[src/rtl/calc_pkg.sv]
// Shared constants for the calculator keypad entry and arithmetic stages:
// key codes, opcodes, operand widths and the entry FSM state encoding.
package calc_pkg;

  localparam int unsigned OPERAND_W  = 17;
  localparam int unsigned MAG_W      = 16;
  localparam int unsigned DIGIT_W    = 4;
  localparam int unsigned MAX_DIGITS = 4;
  localparam int unsigned COUNT_W    = 3;
  localparam int unsigned KEY_W      = 5;
  localparam int unsigned OPC_W      = 2;

  localparam logic [KEY_W-1:0] KEY_ADD  = 5'h10;
  localparam logic [KEY_W-1:0] KEY_MUL  = 5'h11;
  localparam logic [KEY_W-1:0] KEY_SUB  = 5'h12;
  localparam logic [KEY_W-1:0] KEY_EQ   = 5'h13;
  localparam logic [KEY_W-1:0] KEY_CLR  = 5'h14;
  localparam logic [KEY_W-1:0] KEY_SIGN = 5'h15;
  localparam logic [KEY_W-1:0] KEY_BACK = 5'h16;

  localparam logic [OPC_W-1:0] OPC_ADD = 2'b00;
  localparam logic [OPC_W-1:0] OPC_MUL = 2'b01;
  localparam logic [OPC_W-1:0] OPC_SUB = 2'b10;

  typedef enum logic [1:0] {
    ST_ENTRY_FIRST = 2'd0,
    ST_OP_PENDING  = 2'd1,
    ST_ENTRY_NEXT  = 2'd2,
    ST_RESULT      = 2'd3
  } state_e;

  // Maps an operator key to the opcode seen by the arithmetic stage.
  function automatic logic [OPC_W-1:0] key_to_opcode(input logic [KEY_W-1:0] key);
    case (key)
      KEY_MUL: key_to_opcode = OPC_MUL;
      KEY_SUB: key_to_opcode = OPC_SUB;
      default: key_to_opcode = OPC_ADD;
    endcase
  endfunction

endpackage

[src/rtl/calc_entry_if.sv]
// Keypad/arithmetic-facing bundle of the entry stage. The slave side is the
// entry stage itself; the master side is the keypad plus arithmetic feedback.
interface calc_entry_if;
  import calc_pkg::*;

  logic                 key_valid;
  logic [KEY_W-1:0]     key_code;
  logic [OPERAND_W-1:0] answer;
  logic [OPERAND_W-1:0] V1;
  logic [OPERAND_W-1:0] V2;
  logic [OPC_W-1:0]     opcode;
  logic                 newop;
  logic                 newhex;
  logic                 eq;
  logic                 show_answer;
  logic                 key_drop;

  modport master (
    output key_valid, key_code, answer,
    input  V1, V2, opcode, newop, newhex, eq, show_answer, key_drop
  );

  modport slave (
    input  key_valid, key_code, answer,
    output V1, V2, opcode, newop, newhex, eq, show_answer, key_drop
  );

endinterface

[src/rtl/calc_entry_reg.sv]
// Operand entry register: sign-magnitude value built from hex digits, with
// backspace, sign toggle and a digit count that saturates at four.
module calc_entry_reg
  import calc_pkg::*;
(
  input  logic                 clock,
  input  logic                 reset,
  input  logic                 load_i,
  input  logic                 shift_i,
  input  logic                 back_i,
  input  logic                 toggle_i,
  input  logic                 clear_i,
  input  logic [DIGIT_W-1:0]   digit_i,
  output logic [OPERAND_W-1:0] value_o,
  output logic                 full_o
);

  logic [MAG_W-1:0]   mag_q,   mag_d;
  logic               sign_q,  sign_d;
  logic [COUNT_W-1:0] count_q, count_d;
  logic               full_q,  full_d;

  // Toggle is applied after clear so clear+toggle yields negative zero.
  always_comb begin
    mag_d   = mag_q;
    sign_d  = sign_q;
    count_d = count_q;
    if (clear_i) begin
      mag_d   = '0;
      sign_d  = 1'b0;
      count_d = '0;
    end else if (load_i) begin
      mag_d   = MAG_W'(digit_i);
      sign_d  = 1'b0;
      count_d = COUNT_W'(1);
    end else if (shift_i && (count_q < COUNT_W'(MAX_DIGITS))) begin
      mag_d   = {mag_q[MAG_W-DIGIT_W-1:0], digit_i};
      count_d = count_q + COUNT_W'(1);
    end else if (back_i) begin
      mag_d   = mag_q >> DIGIT_W;
      count_d = (count_q == '0) ? '0 : count_q - COUNT_W'(1);
    end
    if (toggle_i) begin
      sign_d = ~sign_d;
    end
    full_d = (count_d == COUNT_W'(MAX_DIGITS));
  end

  always_ff @(posedge clock or posedge reset) begin
    if (reset) begin
      mag_q   <= '0;
      sign_q  <= 1'b0;
      count_q <= '0;
      full_q  <= 1'b0;
    end else begin
      mag_q   <= mag_d;
      sign_q  <= sign_d;
      count_q <= count_d;
      full_q  <= full_d;
    end
  end

  assign value_o = {sign_q, mag_q};
  assign full_o  = full_q;

endmodule

[src/rtl/calc_entry.sv]
// Keypad entry and operand sequencing for the calculator: decodes key strobes,
// sequences operands/opcode into the arithmetic stage and chains its result.
module calc_entry
  import calc_pkg::*;
#(
  parameter int unsigned HOLDOFF = 2
) (
  input  logic        clock,
  input  logic        reset,
  calc_entry_if.slave bus
);

  localparam int unsigned HO_W = (HOLDOFF == 0) ? 1 : $clog2(HOLDOFF + 1);

  state_e               state_q, state_d;
  logic [HO_W-1:0]      hold_q, hold_d;
  logic [OPERAND_W-1:0] v2_q, v2_d;
  logic [OPC_W-1:0]     opcode_q, opcode_d;
  logic                 newop_q, newop_d;
  logic                 newhex_q, newhex_d;
  logic                 eq_q, eq_d;
  logic                 show_q, show_d;
  logic                 drop_q, drop_d;

  logic                 ent_load, ent_shift, ent_back, ent_toggle, ent_clear;
  logic [OPERAND_W-1:0] entry_val;
  logic                 entry_full;

  logic accept, is_digit, is_op, is_eq, is_clr, is_sign, is_back, in_entry;

  assign accept   = bus.key_valid && (hold_q == '0);
  assign is_digit = ~bus.key_code[KEY_W-1];
  assign is_op    = (bus.key_code == KEY_ADD) || (bus.key_code == KEY_MUL) ||
                    (bus.key_code == KEY_SUB);
  assign is_eq    = (bus.key_code == KEY_EQ);
  assign is_clr   = (bus.key_code == KEY_CLR);
  assign is_sign  = (bus.key_code == KEY_SIGN);
  assign is_back  = (bus.key_code == KEY_BACK);
  assign in_entry = (state_q == ST_ENTRY_FIRST) || (state_q == ST_ENTRY_NEXT);

  calc_entry_reg u_entry (
    .clock    (clock),
    .reset    (reset),
    .load_i   (ent_load),
    .shift_i  (ent_shift),
    .back_i   (ent_back),
    .toggle_i (ent_toggle),
    .clear_i  (ent_clear),
    .digit_i  (bus.key_code[DIGIT_W-1:0]),
    .value_o  (entry_val),
    .full_o   (entry_full)
  );

  always_ff @(posedge clock or posedge reset) begin
    if (reset) state_q <= ST_ENTRY_FIRST;
    else       state_q <= state_d;
  end

  always_comb begin
    state_d = state_q;
    if (accept) begin
      if (is_clr) begin
        state_d = ST_ENTRY_FIRST;
      end else if (is_digit) begin
        if (state_q == ST_OP_PENDING)  state_d = ST_ENTRY_NEXT;
        else if (state_q == ST_RESULT) state_d = ST_ENTRY_FIRST;
      end else if (is_op) begin
        state_d = ST_OP_PENDING;
      end else if (is_eq) begin
        if (state_q == ST_ENTRY_NEXT) state_d = ST_RESULT;
      end else if (is_sign) begin
        if (state_q == ST_OP_PENDING) state_d = ST_ENTRY_NEXT;
      end
    end
  end

  // Datapath controls and next values for the registered outputs.
  always_comb begin
    ent_load   = 1'b0;
    ent_shift  = 1'b0;
    ent_back   = 1'b0;
    ent_toggle = 1'b0;
    ent_clear  = 1'b0;
    v2_d       = v2_q;
    opcode_d   = opcode_q;
    newop_d    = 1'b0;
    newhex_d   = 1'b0;
    eq_d       = 1'b0;
    drop_d     = bus.key_valid && (hold_q != '0);
    show_d     = (state_d == ST_RESULT);
    if (accept) begin
      if (is_clr) begin
        ent_clear = 1'b1;
        v2_d      = '0;
        opcode_d  = OPC_ADD;
        newop_d   = 1'b1;
      end else if (is_digit) begin
        if (in_entry) begin
          ent_shift = ~entry_full;
          newhex_d  = ~entry_full;
        end else begin
          ent_load = 1'b1;
          newhex_d = 1'b1;
        end
      end else if (is_op) begin
        opcode_d = key_to_opcode(bus.key_code);
        newop_d  = 1'b1;
        if (state_q == ST_ENTRY_FIRST) begin
          v2_d      = entry_val;
          ent_clear = 1'b1;
        end else if (state_q != ST_OP_PENDING) begin
          v2_d      = bus.answer;
          ent_clear = 1'b1;
        end
      end else if (is_eq) begin
        if (state_q == ST_ENTRY_NEXT) begin
          eq_d = 1'b1;
        end else if (state_q == ST_RESULT) begin
          eq_d = 1'b1;
          v2_d = bus.answer;
        end
      end else if (is_sign) begin
        if (in_entry) begin
          ent_toggle = 1'b1;
          newhex_d   = 1'b1;
        end else if (state_q == ST_OP_PENDING) begin
          ent_clear  = 1'b1;
          ent_toggle = 1'b1;
          newhex_d   = 1'b1;
        end
      end else if (is_back) begin
        if (in_entry) begin
          ent_back = 1'b1;
          newhex_d = 1'b1;
        end
      end
    end
  end

  // Holdoff restarts on every accepted key and counts down to zero.
  always_comb begin
    hold_d = hold_q;
    if (accept)              hold_d = HO_W'(HOLDOFF);
    else if (hold_q != '0)   hold_d = hold_q - HO_W'(1);
  end

  always_ff @(posedge clock or posedge reset) begin
    if (reset) begin
      hold_q   <= '0;
      v2_q     <= '0;
      opcode_q <= OPC_ADD;
      newop_q  <= 1'b0;
      newhex_q <= 1'b0;
      eq_q     <= 1'b0;
      show_q   <= 1'b0;
      drop_q   <= 1'b0;
    end else begin
      hold_q   <= hold_d;
      v2_q     <= v2_d;
      opcode_q <= opcode_d;
      newop_q  <= newop_d;
      newhex_q <= newhex_d;
      eq_q     <= eq_d;
      show_q   <= show_d;
      drop_q   <= drop_d;
    end
  end

  assign bus.V1          = entry_val;
  assign bus.V2          = v2_q;
  assign bus.opcode      = opcode_q;
  assign bus.newop       = newop_q;
  assign bus.newhex      = newhex_q;
  assign bus.eq          = eq_q;
  assign bus.show_answer = show_q;
  assign bus.key_drop    = drop_q;

endmodule

[src/flat_wrapper.sv]
// flat-port wrapper written by rule: the top's interface ports become plain ports
module calc_entry_flat import calc_pkg::*;
#(
  parameter int unsigned HOLDOFF = 2
)
  (clock, reset, bus_key_valid, bus_key_code, bus_answer, bus_V1, bus_V2, bus_opcode, bus_newop, bus_newhex, bus_eq, bus_show_answer, bus_key_drop);
  calc_entry_if bus_i ();
  input  logic clock;
  input  logic reset;
  input wire logic [$bits(bus_i.key_valid)-1:0] bus_key_valid;
  input wire logic [$bits(bus_i.key_code)-1:0] bus_key_code;
  input wire logic [$bits(bus_i.answer)-1:0] bus_answer;
  output wire logic [$bits(bus_i.V1)-1:0] bus_V1;
  output wire logic [$bits(bus_i.V2)-1:0] bus_V2;
  output wire logic [$bits(bus_i.opcode)-1:0] bus_opcode;
  output wire logic [$bits(bus_i.newop)-1:0] bus_newop;
  output wire logic [$bits(bus_i.newhex)-1:0] bus_newhex;
  output wire logic [$bits(bus_i.eq)-1:0] bus_eq;
  output wire logic [$bits(bus_i.show_answer)-1:0] bus_show_answer;
  output wire logic [$bits(bus_i.key_drop)-1:0] bus_key_drop;
  assign bus_i.key_valid = bus_key_valid;
  assign bus_i.key_code = bus_key_code;
  assign bus_i.answer = bus_answer;
  assign bus_V1 = bus_i.V1;
  assign bus_V2 = bus_i.V2;
  assign bus_opcode = bus_i.opcode;
  assign bus_newop = bus_i.newop;
  assign bus_newhex = bus_i.newhex;
  assign bus_eq = bus_i.eq;
  assign bus_show_answer = bus_i.show_answer;
  assign bus_key_drop = bus_i.key_drop;
  calc_entry #(.HOLDOFF(HOLDOFF)) u_core (.clock(clock), .reset(reset), .bus(bus_i));
endmodule
[config.mk]
export PLATFORM = sky130hd
export DESIGN_NAME = calc_entry_flat
export DESIGN_NICKNAME = d
export VERILOG_FILES = /design/src/rtl/calc_pkg.sv /design/src/rtl/calc_entry_if.sv /design/src/rtl/calc_entry_reg.sv /design/src/rtl/calc_entry.sv /design/src/flat_wrapper.sv
export SDC_FILE = /design/constraint.sdc
export NUM_CORES = 1
export LEC_CHECK = 0
export CAP_MARGIN = 20
export CORE_MARGIN = 4
export CORE_UTILIZATION = 53
export DETAILED_ROUTE_END_ITERATION = 12
export HOLD_SLACK_MARGIN = 0.05
export PLACE_DENSITY = 0.84
export SLEW_MARGIN = 10
export SYNTH_ARGS = -nofsm -noshare
export SYNTH_HDL_FRONTEND = slang
export SYNTH_SLANG_ARGS = --single-unit
[constraint.sdc]
create_clock -name clock -period 3.7 [get_ports clock]
set_input_delay 0.555 -clock clock [delete_from_list [all_inputs] [get_ports clock]]
set_output_delay 0.555 -clock clock [all_outputs]
set_load 0.05 [all_outputs]
==> flow_summary.yaml <==
timing:
  slew_viol_final: 0
  clock.fmax_mhz: 349
  finalSetupTns_ns: 0
  relSlewSlack: 0.489
  min_period_ns: 2.87
  rsz0062_at_grt: "no"
  clock_skew_ns: 0.00617
  setup_viol: 0
  worst_pin_slew_ns: 0.765
  hold_viol: 0
  period_share: 0.775
  setup_ws_ns: 0.834
finish:
  syn_to_final_growth_pct: 31.0
  multiInputGateArea_um2: 1380
  nNetsFinal: 388
  stdcell_count: 420
  seqCellArea_um2: 1230
  diodes: 0
  fillCellCount: 370
  layout-drive-gt1-share: 0.0652
  post-route-util: 0.736
cts:
  clock_latency_ns: 0.30
  clock_path_buffers: 2
  cts_sinks: 49
  cts_root_buf: "clkbuf_8"
  cts_resized: 0
  cts.reportedPaths.clkPinSlew_ns: 0.08
  cts_tree: "done"
  cts-buffers-inserted: 5
  cts_setup_buffers: 0
  cts_max_level: 2
  cts_hold_buf: 0
power_and_ir_drop:
  p_leak_uw: 0.00163
  pwr-share-comb: 0.548
  seqPwrFrac: 0.321
  p_sw_frac: 0.479
  finalPower_uw: 2950
  p_clk_frac: 0.131
  power_density_nw_per_um2: 828
  p_sw_uw: 1410
  ir_drop_mv: 0.444
  intPower_uw: 1540
critical_path:
  rrSetupSlack_ns: 0.99
  cp.required_ns: 3.90
  slowest_stage: "clkdlybuf4s50_1"
  r2r-end: "u_core.bus.V2[8]"
  arrival_ns: 3.07
  worstSetupEndpointType: "register"
  crit_family: "simple AND/OR/NAND/NOR gates"
  cp_num_buf_inv: 1
  path_cells: "clkdlybuf4s50_1 -> or3b_1 -> a21oi_1 -> o21bai_2 -> nand2b_1 -> o21ai_0"
  cp_max_fo: 18
  cpPeakStageDelay_ns: 0.75
  cp_num_cells: 6
  rr_worst_depth: 7
  cp-start-kind: "input port"
  worstReg2RegStart: "u_core.state_q[0]"
  critPathKind: "in -> reg"
run_status:
  status: "finished, final reports clean"
grt:
  grt_usage: 0.239
  grt_pass1_wl_mm: 11.9
  antenna_found_initial: 0
  grt-ovfl-total: 0
  grt_pass1_vias: 2487
  grt_max_degree: 50
die:
  dieArea_um2: 6350
  start_util: 0.562
  rows: 25
  die_y_um: 79.7
  core_area_um2: 4850
  num_io_pins: 66
  die_w_um: 79.7
logic_synthesis:
  yosysWarningCount: 0
  async_flop_share: 1.00
  ys_ff_latch: 49
  syn_area_um2: 2720
  synth_cell_types: 47
  synth_top_flop_cell: "dfrtp_1"
  synth_fp_nets: 324
  synth_cells: 288
  synth_edf_count: 0
  synth.avg_cell_area_um2: 9.46
  yosysSeqAreaShare: 0.450
drt:
  wire_per_inst_um: 16.9
  via_per_inst: 5.81
  drcViolationCount: 0
  wl_mm: 7.09
  drt_pass1_iterations: 5
  drt_iter0_drc: 250
  vias: 2442
  ant_nets: 0
place:
  post-place-ws_ns: 0.501
  placed_cells: 411
  port_buffers: 65
  place_congestion: 0.959
  dp_hpwl_mm: 5.30
min_path:
  min_path_type: "reg -> reg"
  holdPathStages: 2
  whs_endpoint: "u_core.bus.V2[14]"
  hp-start: "u_core.bus.V2[14]"
flow_run:
  drv_cap: 0
==> cells in the final DEF, fill, tap and decap left out, types with 3 or more instances in the layout <==
cell type        count
a21oi_1             17
a311oi_1             8
buf_4                5
clkbuf_8             6
ha_1                11
dfrtp_1             49
nand4b_1             4
nor2_1              21
mux2_2               3
nand2_1             46
mux2i_1             19
nand3_1             11
and2_1               4
inv_1               13
mux2_1               3
nor2b_1              3
o21ai_0             23
nand2b_1             7
clkdlybuf4s50_1     65
==> power groups by stage <==
stage | registers (uW) | logic (uW) | clock network (uW)
finish | 949 | 1620 | 387
global route | 979 | 1720 | 419
CTS | 946 | 1620 | 391
detailed placement | 958 | 1620 | 0
global placement | 949 | 1570 | 0
floorplan | 1520 | 485 | 0
==> synthesized netlist by cell type, types with 2 or more instances <==
cell type / instances / area (um2)
mux2_2: 3 / 33.8
buf_2: 6 / 30.0
a211oi_1: 2 / 15.0
and2_1: 4 / 25.0
a21oi_1: 17 / 85.1
clkbuf_1: 7 / 26.3
mux2_1: 3 / 33.8
dfrtp_1: 49 / 1230
ha_1: 11 / 138
mux2i_1: 19 / 190
nand2b_1: 7 / 43.8
nor4b_1: 2 / 17.5
nand3_1: 11 / 55.1
nand2_1: 46 / 173
o21ai_0: 23 / 115
nand4b_1: 4 / 35.0
nor2_1: 21 / 78.8
a311oi_1: 8 / 70.1
inv_1: 14 / 52.6
nor2b_1: 3 / 18.8
a311o_1: 2 / 20.0
==> metrics by stage <==
stage                     cell area (um2)  hold WS, ns
final                                3570        0.485
after global routing                 3570        0.503
after CTS                            3550        0.488
after detailed placement             3430        0.470
after global placement               3430        0.460
after floorplan                      2720        0.451
==> tightest hold or removal path, cell delays in order (launching register included) <==
cell and delay, ns:
dfrtp_1 0.35, nand2_1 0.04, o21ai_0 0.06
==> routing by layer <==
layer / GRT usage / wire length [um] / vias up
met5: 0 / 0 / -
li1: - / - / 1148
met2: 0.422 / 3630 / 97
met3: 0.0451 / 454 / 10
met4: 0.0876 / 97 / 0
met1: 0.288 / 2910 / 1187
==> final cells by class <==
| class | instances | area share |
|---|---|---|
| timing repair buffer | 71 | 0.198 |
| multi-input combinational | 211 | 0.387 |
| tap | 67 | 0.0235 |
| inverter | 14 | 0.0147 |
| clock inverter | 1 | 0.00842 |
| sequential | 49 | 0.344 |
| clock buffer | 7 | 0.0242 |
==> registers in the layout, indices dropped and copies added (netlist names) <==
signal	count
u_core.bus.key_drop	1
u_core.u_entry.full_o	1
u_core.bus.newhex	1
u_core.bus.opcode	2
u_core.hold_q	2
u_core.bus.V2	17
u_core.bus.show_answer	1
u_core.state_q	2
u_core.bus.eq	1
u_core.u_entry.sign_q	1
u_core.u_entry.count_q	3
u_core.bus.newop	1
u_core.u_entry.mag_q	16
==> cell families after synthesis <==
group           after synthesis  share of synthesized area
mux                          25                     0.0946
fa+ha+maj                    11                     0.0505
compound gates               65                      0.158
xor+xnor                      1                    0.00322
simple gates                109                      0.200
buf+inv                      28                     0.0427
flops                        49                      0.450
==> how the worst max path moves through the flow <==
stage	start	end
2_1_floorplan	bus_key_code[3]	u_core.u_entry.mag_q[3]
3_3_place_gp	bus_key_code[4]	u_core.bus.V2[1]
3_5_place_dp	bus_key_code[4]	u_core.bus.V2[11]
4_1_cts	bus_key_code[4]	u_core.bus.V2[11]
5_1_grt	bus_key_code[4]	u_core.bus.V2[8]
6_report	bus_key_code[4]	u_core.bus.V2[8]
Note: power is estimated with default switching activity, not from simulation.
